File: config.mk
export PLATFORM = sky130hd
export DESIGN_NAME = winograd_output_transform_flat
export DESIGN_NICKNAME = d
export VERILOG_FILES = /design/src/rtl/winograd_pkg.sv /design/src/rtl/winograd_output_transform_if.sv /design/src/rtl/winograd_at_1d.sv /design/src/rtl/winograd_output_transform.sv /design/src/flat_wrapper.sv
export SDC_FILE = /design/constraint.sdc
export NUM_CORES = 1
export LEC_CHECK = 0
export ABC_AREA = 0
export CAP_MARGIN = 10
export CORE_MARGIN = 1.5
export CORE_UTILIZATION = 50
export CTS_BUF_LIST = sky130_fd_sc_hd__clkbuf_16
export DETAILED_ROUTE_END_ITERATION = 8
export GPL_TIMING_DRIVEN = 0
export PLACE_DENSITY_LB_ADDON = 0.3
export SLEW_MARGIN = 20
export SYNTH_ARGS = -nofsm -noshare
export SYNTH_HDL_FRONTEND = slang
export SYNTH_HIERARCHICAL = 1
export SYNTH_SLANG_ARGS = --single-unit
File: constraint.sdc
create_clock -name clk -period 3.25 [get_ports clk]
set_input_delay 0.65 -clock clk [delete_from_list [all_inputs] [get_ports clk]]
set_output_delay 0.65 -clock clk [all_outputs]
set_load 0.03 [all_outputs]
File: src/rtl/winograd_pkg.sv
// ---------------------------------------------------------------------------
// winograd_pkg
// Shared constants for the Winograd F(2x2,3x3) blocks (filter transform,
// input transform, output transform).
//   TILE_IN / TILE_OUT : tile edge lengths (4x4 in, 2x2 out)
//   AT_COEF            : A^T = [1 1 1 0; 0 1 -1 -1]
//   elem_in_msb        : MSB of element (r,c) in a packed 4x4 tile, (0,0) on top
//   elem_out_msb       : MSB of element (i,j) in a packed 2x2 tile, (0,0) on top
// ---------------------------------------------------------------------------
package winograd_pkg;

  localparam int TILE_IN  = 4;
  localparam int TILE_OUT = 2;

  localparam int AT_COEF [TILE_OUT][TILE_IN] = '{'{1, 1, 1, 0}, '{0, 1, -1, -1}};

  function automatic int elem_in_msb(input int r, input int c, input int w);
    return (TILE_IN * TILE_IN - (r * TILE_IN + c)) * w - 1;
  endfunction

  function automatic int elem_out_msb(input int i, input int j, input int w);
    return (TILE_OUT * TILE_OUT - (i * TILE_OUT + j)) * w - 1;
  endfunction

endpackage

File: src/rtl/winograd_output_transform_if.sv
// ---------------------------------------------------------------------------
// winograd_output_transform_if
// Valid/ready bundle around the output transform.
//   in_valid/in_ready/in_tile    : 4x4 product tile M, 16 x IW bits
//   out_valid/out_ready/out_tile : 2x2 result tile Y, 4 x (IW+4) bits
// Modports: slave = the transform block, master = whoever drives it.
// ---------------------------------------------------------------------------
interface winograd_output_transform_if #(
  parameter int IW = 8
);
  localparam int OW = IW + 4;

  logic              in_valid;
  logic              in_ready;
  logic [16*IW-1:0]  in_tile;
  logic              out_valid;
  logic              out_ready;
  logic [4*OW-1:0]   out_tile;

  modport slave (
    input  in_valid, in_tile, out_ready,
    output in_ready, out_valid, out_tile
  );

  modport master (
    output in_valid, in_tile, out_ready,
    input  in_ready, out_valid, out_tile
  );

endinterface

File: src/rtl/winograd_at_1d.sv
// ---------------------------------------------------------------------------
// winograd_at_1d
// One-dimensional A^T product on a 4-vector, purely combinational.
//   a,b,c,d : signed W-bit inputs
//   o0      : a + b + c      (signed W+2 bits)
//   o1      : b - c - d      (signed W+2 bits)
// Two extra bits cover the worst case of three full-scale operands.
// ---------------------------------------------------------------------------
module winograd_at_1d #(
  parameter int W = 8
) (
  input  logic signed [W-1:0] a,
  input  logic signed [W-1:0] b,
  input  logic signed [W-1:0] c,
  input  logic signed [W-1:0] d,
  output logic signed [W+1:0] o0,
  output logic signed [W+1:0] o1
);

  logic signed [W+1:0] a_x, b_x, c_x, d_x;

  // Sign-extend before summing so no partial result can wrap.
  assign a_x = {{2{a[W-1]}}, a};
  assign b_x = {{2{b[W-1]}}, b};
  assign c_x = {{2{c[W-1]}}, c};
  assign d_x = {{2{d[W-1]}}, d};

  assign o0 = a_x + b_x + c_x;
  assign o1 = b_x - c_x - d_x;

endmodule

File: src/rtl/winograd_output_transform.sv
// ---------------------------------------------------------------------------
// winograd_output_transform
// Winograd F(2x2,3x3) output transform Y = A^T * M * A as a two-stage
// valid/ready pipeline, one tile per cycle when unstalled.
//   clk  : rising-edge clock
//   rstn : asynchronous active-low reset
//   bus  : slave side of winograd_output_transform_if
//          (in_valid/in_ready/in_tile, out_valid/out_ready/out_tile)
// Stage 1 registers T = A^T*M (2x4, IW+2 bits); stage 2 registers Y = T*A
// (2x2, IW+4 bits) and drives out_tile directly.
// ---------------------------------------------------------------------------
module winograd_output_transform
  import winograd_pkg::*;
#(
  parameter int IW = 8
) (
  input  logic                        clk,
  input  logic                        rstn,
  winograd_output_transform_if.slave  bus
);

  localparam int TW = IW + 2;
  localparam int OW = IW + 4;

  logic [TILE_OUT-1:0][TILE_IN-1:0][TW-1:0] t_next;
  logic [TILE_OUT-1:0][TILE_IN-1:0][TW-1:0] s1_t;
  logic [4*OW-1:0]                          y_next;
  logic [4*OW-1:0]                          out_tile_q;
  logic                                     s1_valid;
  logic                                     s2_valid;
  logic                                     adv1;
  logic                                     adv2;

  // Each stage may advance when it is empty or the stage after it is moving.
  assign adv2 = !s2_valid || bus.out_ready;
  assign adv1 = !s1_valid || adv2;

  assign bus.in_ready  = adv1;
  assign bus.out_valid = s2_valid;
  assign bus.out_tile  = out_tile_q;

  // Column pass: each column of M collapses to one column of T.
  for (genvar c = 0; c < TILE_IN; c++) begin : g_col
    winograd_at_1d #(.W(IW)) u_col (
      .a  (bus.in_tile[elem_in_msb(0, c, IW) -: IW]),
      .b  (bus.in_tile[elem_in_msb(1, c, IW) -: IW]),
      .c  (bus.in_tile[elem_in_msb(2, c, IW) -: IW]),
      .d  (bus.in_tile[elem_in_msb(3, c, IW) -: IW]),
      .o0 (t_next[0][c]),
      .o1 (t_next[1][c])
    );
  end

  // Row pass: each registered row of T collapses to one row of Y.
  for (genvar i = 0; i < TILE_OUT; i++) begin : g_row
    winograd_at_1d #(.W(TW)) u_row (
      .a  (s1_t[i][0]),
      .b  (s1_t[i][1]),
      .c  (s1_t[i][2]),
      .d  (s1_t[i][3]),
      .o0 (y_next[elem_out_msb(i, 0, OW) -: OW]),
      .o1 (y_next[elem_out_msb(i, 1, OW) -: OW])
    );
  end

  // Pipeline registers. A stage that advances with nothing upstream becomes
  // empty; data registers only load when a real tile moves in, so a held or
  // drained stage keeps its last contents.
  always_ff @(posedge clk or negedge rstn) begin
    if (!rstn) begin
      s1_valid   <= 1'b0;
      s2_valid   <= 1'b0;
      s1_t       <= '0;
      out_tile_q <= '0;
    end else begin
      if (adv1) begin
        s1_valid <= bus.in_valid;
        if (bus.in_valid) begin
          s1_t <= t_next;
        end
      end
      if (adv2) begin
        s2_valid <= s1_valid;
        if (s1_valid) begin
          out_tile_q <= y_next;
        end
      end
    end
  end

endmodule

File: src/flat_wrapper.sv
// flat-port wrapper written by rule: the top's interface ports become plain ports
module winograd_output_transform_flat import winograd_pkg::*;
#(
  parameter int IW = 8
)
  (clk, rstn, bus_in_valid, bus_in_tile, bus_out_ready, bus_in_ready, bus_out_valid, bus_out_tile);
  winograd_output_transform_if #(.IW(IW)) bus_i ();
  input  logic clk;
  input  logic rstn;
  input wire logic [$bits(bus_i.in_valid)-1:0] bus_in_valid;
  input wire logic [$bits(bus_i.in_tile)-1:0] bus_in_tile;
  input wire logic [$bits(bus_i.out_ready)-1:0] bus_out_ready;
  output wire logic [$bits(bus_i.in_ready)-1:0] bus_in_ready;
  output wire logic [$bits(bus_i.out_valid)-1:0] bus_out_valid;
  output wire logic [$bits(bus_i.out_tile)-1:0] bus_out_tile;
  assign bus_i.in_valid = bus_in_valid;
  assign bus_i.in_tile = bus_in_tile;
  assign bus_i.out_ready = bus_out_ready;
  assign bus_in_ready = bus_i.in_ready;
  assign bus_out_valid = bus_i.out_valid;
  assign bus_out_tile = bus_i.out_tile;
  winograd_output_transform #(.IW(IW)) u_core (.clk(clk), .rstn(rstn), .bus(bus_i));
endmodule
==> results of run 1 <==
[kinds of logic after synthesis]
logic type | count (synthesis) | share of synthesized area
adder cells (fa/ha/maj) | 224 | 0.2992
buffers and inverters | 194 | 0.06707
AO/OA/AOI/OAI | 179 | 0.1110
AND/OR/NAND/NOR | 161 | 0.06892
multiplexers | 132 | 0.1285
flip-flops | 130 | 0.2683
XOR/XNOR | 79 | 0.05706
[how the worst min path moves through the flow]
stage | slack (ns) | to
global placement | 0.48 | u_core/s1_t[79]
floorplan | 0.35 | u_core/bus.out_tile[0]
global route | 0.09 | u_core/s1_t[79]
CTS | 0.09 | u_core/s1_t[79]
detailed placement | 0.48 | u_core/s1_t[30]
finish | 0.08 | u_core/s1_t[79]
[power breakdown]
part | internal (mW) | switching, mW | total [mW]
combinational | 6.46 | 6.94 | 13.4
clock | 1.01 | 0.853 | 1.87
sequential | 2.45 | 0.694 | 3.15
total | 9.93 | 8.48 | 18.4
[metal layers]
metal  track usage  wire length [µm]
met1        0.3224             13240
met2        0.3858             13300
met3       0.04049              1362
met4       0.05758               399
met5             0                 0
[timing repair]
action	4_1_cts	5_1_grt
buffers inserted	0	0
setup endpoints to repair	0	1
resized for setup	0	2
[cells in the mapped netlist, types with 4 or more instances]
cell type / number
a21oi_2: 5
mux2_2: 29
nor4_1: 4
xnor2_1: 61
a21o_1: 20
fa_1: 110
o211ai_1: 4
mux2_4: 20
and3_1: 4
o21a_1: 5
nand2_1: 26
ha_1: 114
mux2_1: 80
dfrtp_1: 130
nand3_1: 16
o22ai_1: 4
nor2_1: 52
nor2b_1: 10
a21oi_1: 43
a211oi_1: 8
nor3_1: 19
o21bai_1: 11
o21ai_0: 24
xor2_1: 18
buf_6: 11
clkbuf_1: 4
inv_1: 177
nand4_1: 5
o21ai_1: 4
[critical path, cell delays in order]
cell	delay, ns
clkdlybuf4s50_1	0.55
fa_1	0.45
ha_1	0.26
fa_1	0.41
a21o_1	0.21
a21oi_2	0.20
o21bai_1	0.09
a211oi_1	0.23
nor2_1	0.09
mux2_1	0.28
[final cells by class]
cell class,instances,share of cell area
Inverter,177,0.04446
Clock buffer,17,0.02847
Sequential cell,130,0.2177
Timing Repair Buffer,182,0.1236
Buffer,17,0.009963
Clock inverter,15,0.009545
Tap cell,319,0.02671
Multi-Input combinational cell,775,0.5396
[sequential cells by signal (all words and copies together), names as in the netlist]
| register | count |
|---|---|
| u_core/bus.out_tile | 48 |
| u_core/bus.out_valid | 1 |
| u_core/s1_valid | 1 |
| u_core/s1_t | 80 |
[per-stage QoR]
stage,setup WS [ns],hold slack (ns),utilization,power [mW]
after floorplan,0.3524,0.3544,-,13.14
after global placement,-3.729,0.4758,0.6072,16.04
after detailed placement,-0.4338,0.4809,0.6086,16.39
after CTS,0.006491,0.08823,0.6326,18.42
after global routing,0.03245,0.09144,0.6329,19.99
final,0.1347,0.08069,0.6329,18.41
==> flow_summary.yaml, run 1 <==
floorplan:
  die_area_um2: 25200
  io_pins: 182
  fp-row-count: 56
  fp.coreArea_um2: 23610
  die_w_um: 158.7
  start_util: 0.5136
  die_h_um: 158.7
cells_and_area:
  mostFrequentLayoutCells: "clkdlybuf4s50_1, inv_1, dfrtp_1"
  nFillCells: 1893
  finalInstanceArea_um2: 14940
  final_cells: 1632
  fin_nets: 1656
  layout_commonest_cell: "clkdlybuf4s50_1"
  synthToLayoutAreaGrowth_pct: 23.24
  multi_input_area_um2: 8064
  diodes: 0
  drive_gt1_frac: 0.1097
  regArea_um2: 3253
setup_path:
  startpoint_type: "input pin"
  worstPathMaxFanout: 3
  arrival_ns: 3.42
  worstReg2RegStart: "u_core/s1_t[51]"
  r2r_setup_slack_ns: 0.19
  crit_end: "u_core/s1_t[7]"
  cp-end-kind: "flip-flop"
  r2r-end: "u_core/bus.out_tile[19]"
  cp-startpoint: "bus_in_tile[57]"
  critical_path_required_ns: 3.55
  worstSetupPathType: "input pin to flip-flop"
  rr_worst_depth: 10
sta:
  slew_headroom: 0.6699
  setup_viol: 0
  rsz0062_at_grt: "no"
  final.period_utilization: 0.9585
  final_period_minus_worst_setup_slack_ns: 3.115
  hold_viol: 0
  final_max_slew_viol_count: 0
  max_freq_mhz: 321.0
  worst_slew_pin_slew_ns: 0.4826
  clock_skew_ns: 0.01166
  finalSetupTns_ns: 0
detailed_routing:
  wl_um: 28310
  drt_first_pass_iters: 5
  ant_nets: 0
  viasPerCell: 5.273
  wire_per_inst_um: 17.34
  num_vias: 8606
  drc: 0
  drt-initial-drc-count: 433
place:
  placed_cells: 1600
  hpwlAfterDp_um: 23420
  place_area_um2: 14370
  place_congestion: 0.9004
  port_buffers: 181
global_routing:
  gr-usage-all-layers: 0.2348
  grt_max_degree: 96
  grt_first_pass_wirelength_um: 46510
  antenna_found_initial: 0
  grt_pass1_vias: 8976
  grt_overflow: 0
hold_path:
  hold_class: "input pin to async pin"
yosys:
  async_reset_ff_frac: 1.000
  synth_area_per_cell_um2: 11.03
  synth_nets: 1455
  ys_warn_count: 6
  seq_area_frac_synth: 0.2683
  synthTopCellsByArea: "dfrtp_1, fa_1, ha_1"
  ys_seq_elements: 130
  synth_area_leader_cell: "dfrtp_1"
  synth_top_area_frac: 0.2683
  netlist_area_um2: 12130
  synthFlopType: "dfrtp_1"
  synth_edf_count: 0
  syn_inst: 1099
  synth_cell_type_count: 76
power_and_ir_drop:
  p_per_area_nw_per_um2: 1232
  vdd_drop_max_uv: 839.5
  p_leak_nw: 6.879
clock_tree:
  ctsHtreeMaxLevel: 4
  cts.sinks: 130
  clockBufferDepth: 2
  clkSlewWorstSetupHoldPaths_ns: 0.06
  cts_tree: "built"
  cts-root-buf: "clkbuf_16"
  cts_made_buffers: 17
  postCtsHoldBufs: 0
  clock_latency_ns: 0.43
flow_run:
  drv_cap: 0
outcome:
  status: "finished, final reports clean"
Power figures use the tool's default switching activity.
==> run 2: changes to the inputs <==
--- a/config.mk
+++ b/config.mk
@@ -12,7 +12,8 @@
 export CTS_BUF_LIST = sky130_fd_sc_hd__clkbuf_16
 export DETAILED_ROUTE_END_ITERATION = 8
 export GPL_TIMING_DRIVEN = 0
-export PLACE_DENSITY_LB_ADDON = 0.3
+export PLACE_DENSITY = 0.73
+export SETUP_SLACK_MARGIN = 0.1
 export SLEW_MARGIN = 20
 export SYNTH_ARGS = -nofsm -noshare
 export SYNTH_HDL_FRONTEND = slang
==> run 2 against run 1 <==
Via count rose by 0.45%. Core utilization barely moved. Global-route usage fell by 0.37 points. Critical path depth did not move. Critical path type unchanged. Clock power barely moved. First-iteration DRC count rose by 7.4%. Cell count did not move. Clock skew rose by 0.0017 ns. Flip-flop and latch count did not move. Worst setup slack improved by 0.011 ns.
==> flow_summary.yaml, run 2 (synthesized netlist as in run 1, its figures left out) <==
outcome:
  status: "finished, final reports clean"
sta:
  final_max_slew_viol_count: 0
  final_period_minus_worst_setup_slack_ns: 3.104
  rsz0062_at_grt: "yes"
  worst_slew_pin_slew_ns: 0.5094
  setup_ws_ns: 0.1460
  slew_headroom: 0.6604
  max_freq_mhz: 322.2
  clock_skew_ns: 0.01336
  finalSetupTns_ns: 0
  final.period_utilization: 0.9551
  setup_viol: 0
  hold_viol: 0
place:
  place_congestion: 0.8831
  hpwlAfterDp_um: 23180
  port_buffers: 181
  place_ws_ns: -0.4661
  place_area_um2: 14370
clock_tree:
  ctsHtreeMaxLevel: 4
  postCtsHoldBufs: 0
  cts-root-buf: "clkbuf_16"
  clkSlewWorstSetupHoldPaths_ns: 0.06
  cts.sinks: 130
  cts_made_buffers: 17
  clockBufferDepth: 2
  cts_tree: "built"
  clock_latency_ns: 0.42
detailed_routing:
  wl_um: 27870
  viasPerCell: 5.297
  ant_nets: 0
  drt_first_pass_iters: 5
  drc: 0
  num_vias: 8645
  wire_per_inst_um: 17.08
  drt-initial-drc-count: 465
global_routing:
  grt_max_degree: 100
  gr-usage-all-layers: 0.2311
  grt_pass1_vias: 8914
  grt_overflow: 0
  grt_first_pass_wirelength_um: 45910
  antenna_found_initial: 0
hold_path:
  hold_class: "input pin to async pin"
setup_path:
  r2r-end: "u_core/bus.out_tile[23]"
  worstReg2RegStart: "u_core/s1_t[51]"
  cp-end-kind: "flip-flop"
  r2r_setup_slack_ns: 0.25
  crit_end: "u_core/s1_t[7]"
  arrival_ns: 3.39
  worstPathMaxFanout: 3
  cp-startpoint: "bus_in_tile[57]"
  rr_worst_depth: 10
  startpoint_type: "input pin"
  worstSetupPathType: "input pin to flip-flop"
  critical_path_required_ns: 3.54
power_and_ir_drop:
  vdd_drop_max_uv: 1174
  p_leak_nw: 6.866
  p_per_area_nw_per_um2: 1226
  p_total_mw: 18.32
cells_and_area:
  diodes: 0
  largest_reg_flops: 80
  drive_gt1_frac: 0.1081
  fin_util: 0.6326
  layout_commonest_cell: "clkdlybuf4s50_1"
  mostFrequentLayoutCells: "clkdlybuf4s50_1, inv_1, dfrtp_1"
  finalInstanceArea_um2: 14940
  synthToLayoutAreaGrowth_pct: 23.17
  fin_nets: 1656
  top_register: "u_core/s1_t"
flow_run:
  drv_cap: 0
floorplan:
  fp.coreArea_um2: 23610
  fp-row-count: 56
  start_util: 0.5136
  die_h_um: 158.7
  die_w_um: 158.7
  die_area_um2: 25200
  io_pins: 182
## run 2: cell types whose count changed in the layout (fill, tap and decap cells not counted), sizes merged
| cell | change |
|---|---|
| inv | -2 |
| bufinv | +1 |
| clkinv | +1 |
| dlygate4sd2 | +1 |
| dlymetal6s2s | -1 |
## run 2: power breakdown
group	internal, mW	total [mW]	switching, mW	leakage, nW
registers	2.45	3.14	0.692	1.52
clock network	1.06	1.84	0.779	0.271
logic	6.45	13.3	6.88	5.07
## run 2: worst min path at each step
stage                          from                endpoint  slack, ns  cells past startpoint
CTS                            rstn    u_core/bus.out_valid       0.09                      1
detailed placement  u_core/s1_t[30]         u_core/s1_t[30]       0.48                      1
floorplan                      rstn  u_core/bus.out_tile[0]       0.35                      0
finish                         rstn    u_core/bus.out_valid       0.09                      1
global route                   rstn    u_core/bus.out_valid       0.10                      1
global placement    u_core/s1_t[20]         u_core/s1_t[20]       0.48                      1
## run 2: through the flow
stage          hold WS, ns  instances
4_1_cts            0.08886       1632
2_1_floorplan       0.3544       1099
3_3_place_gp        0.4760       1599
6_report           0.08681       1632
3_5_place_dp        0.4809       1600
5_1_grt             0.1006       1632
## run 2: timing repair
| item | CTS | global route |
|---|---|---|
| setup endpoints to repair | 1 | 3 |
| buffers inserted | 0 | 0 |
| gates resized for setup | 2 | 3 |
## run 2: per-layer routing
layer / track usage / routed length (µm)
met3: 0.03657 / 1152
met2: 0.3740 / 13010
met4: 0.06061 / 501
met5: 0 / 0
met1: 0.3228 / 13200
## run 2: critical path, stage by stage
cell	delay (ns)
clkdlybuf4s50_1	0.55
fa_1	0.48
ha_2	0.24
fa_1	0.40
a21o_1	0.20
a21oi_2	0.20
o21bai_1	0.08
a211oi_1	0.23
nor2_1	0.08
mux2_1	0.29
## run 2: layout make-up
cell class | instances | area (µm²)
Tap cell | 319 | 399.1
Buffer | 17 | 148.9
Timing Repair Buffer | 182 | 1843
Multi-Input combinational cell | 775 | 8070
Clock buffer | 17 | 425.4
Inverter | 177 | 664.4
Clock inverter | 15 | 132.6
Fill cell | 1884 | 8676
Sequential cell | 130 | 3253
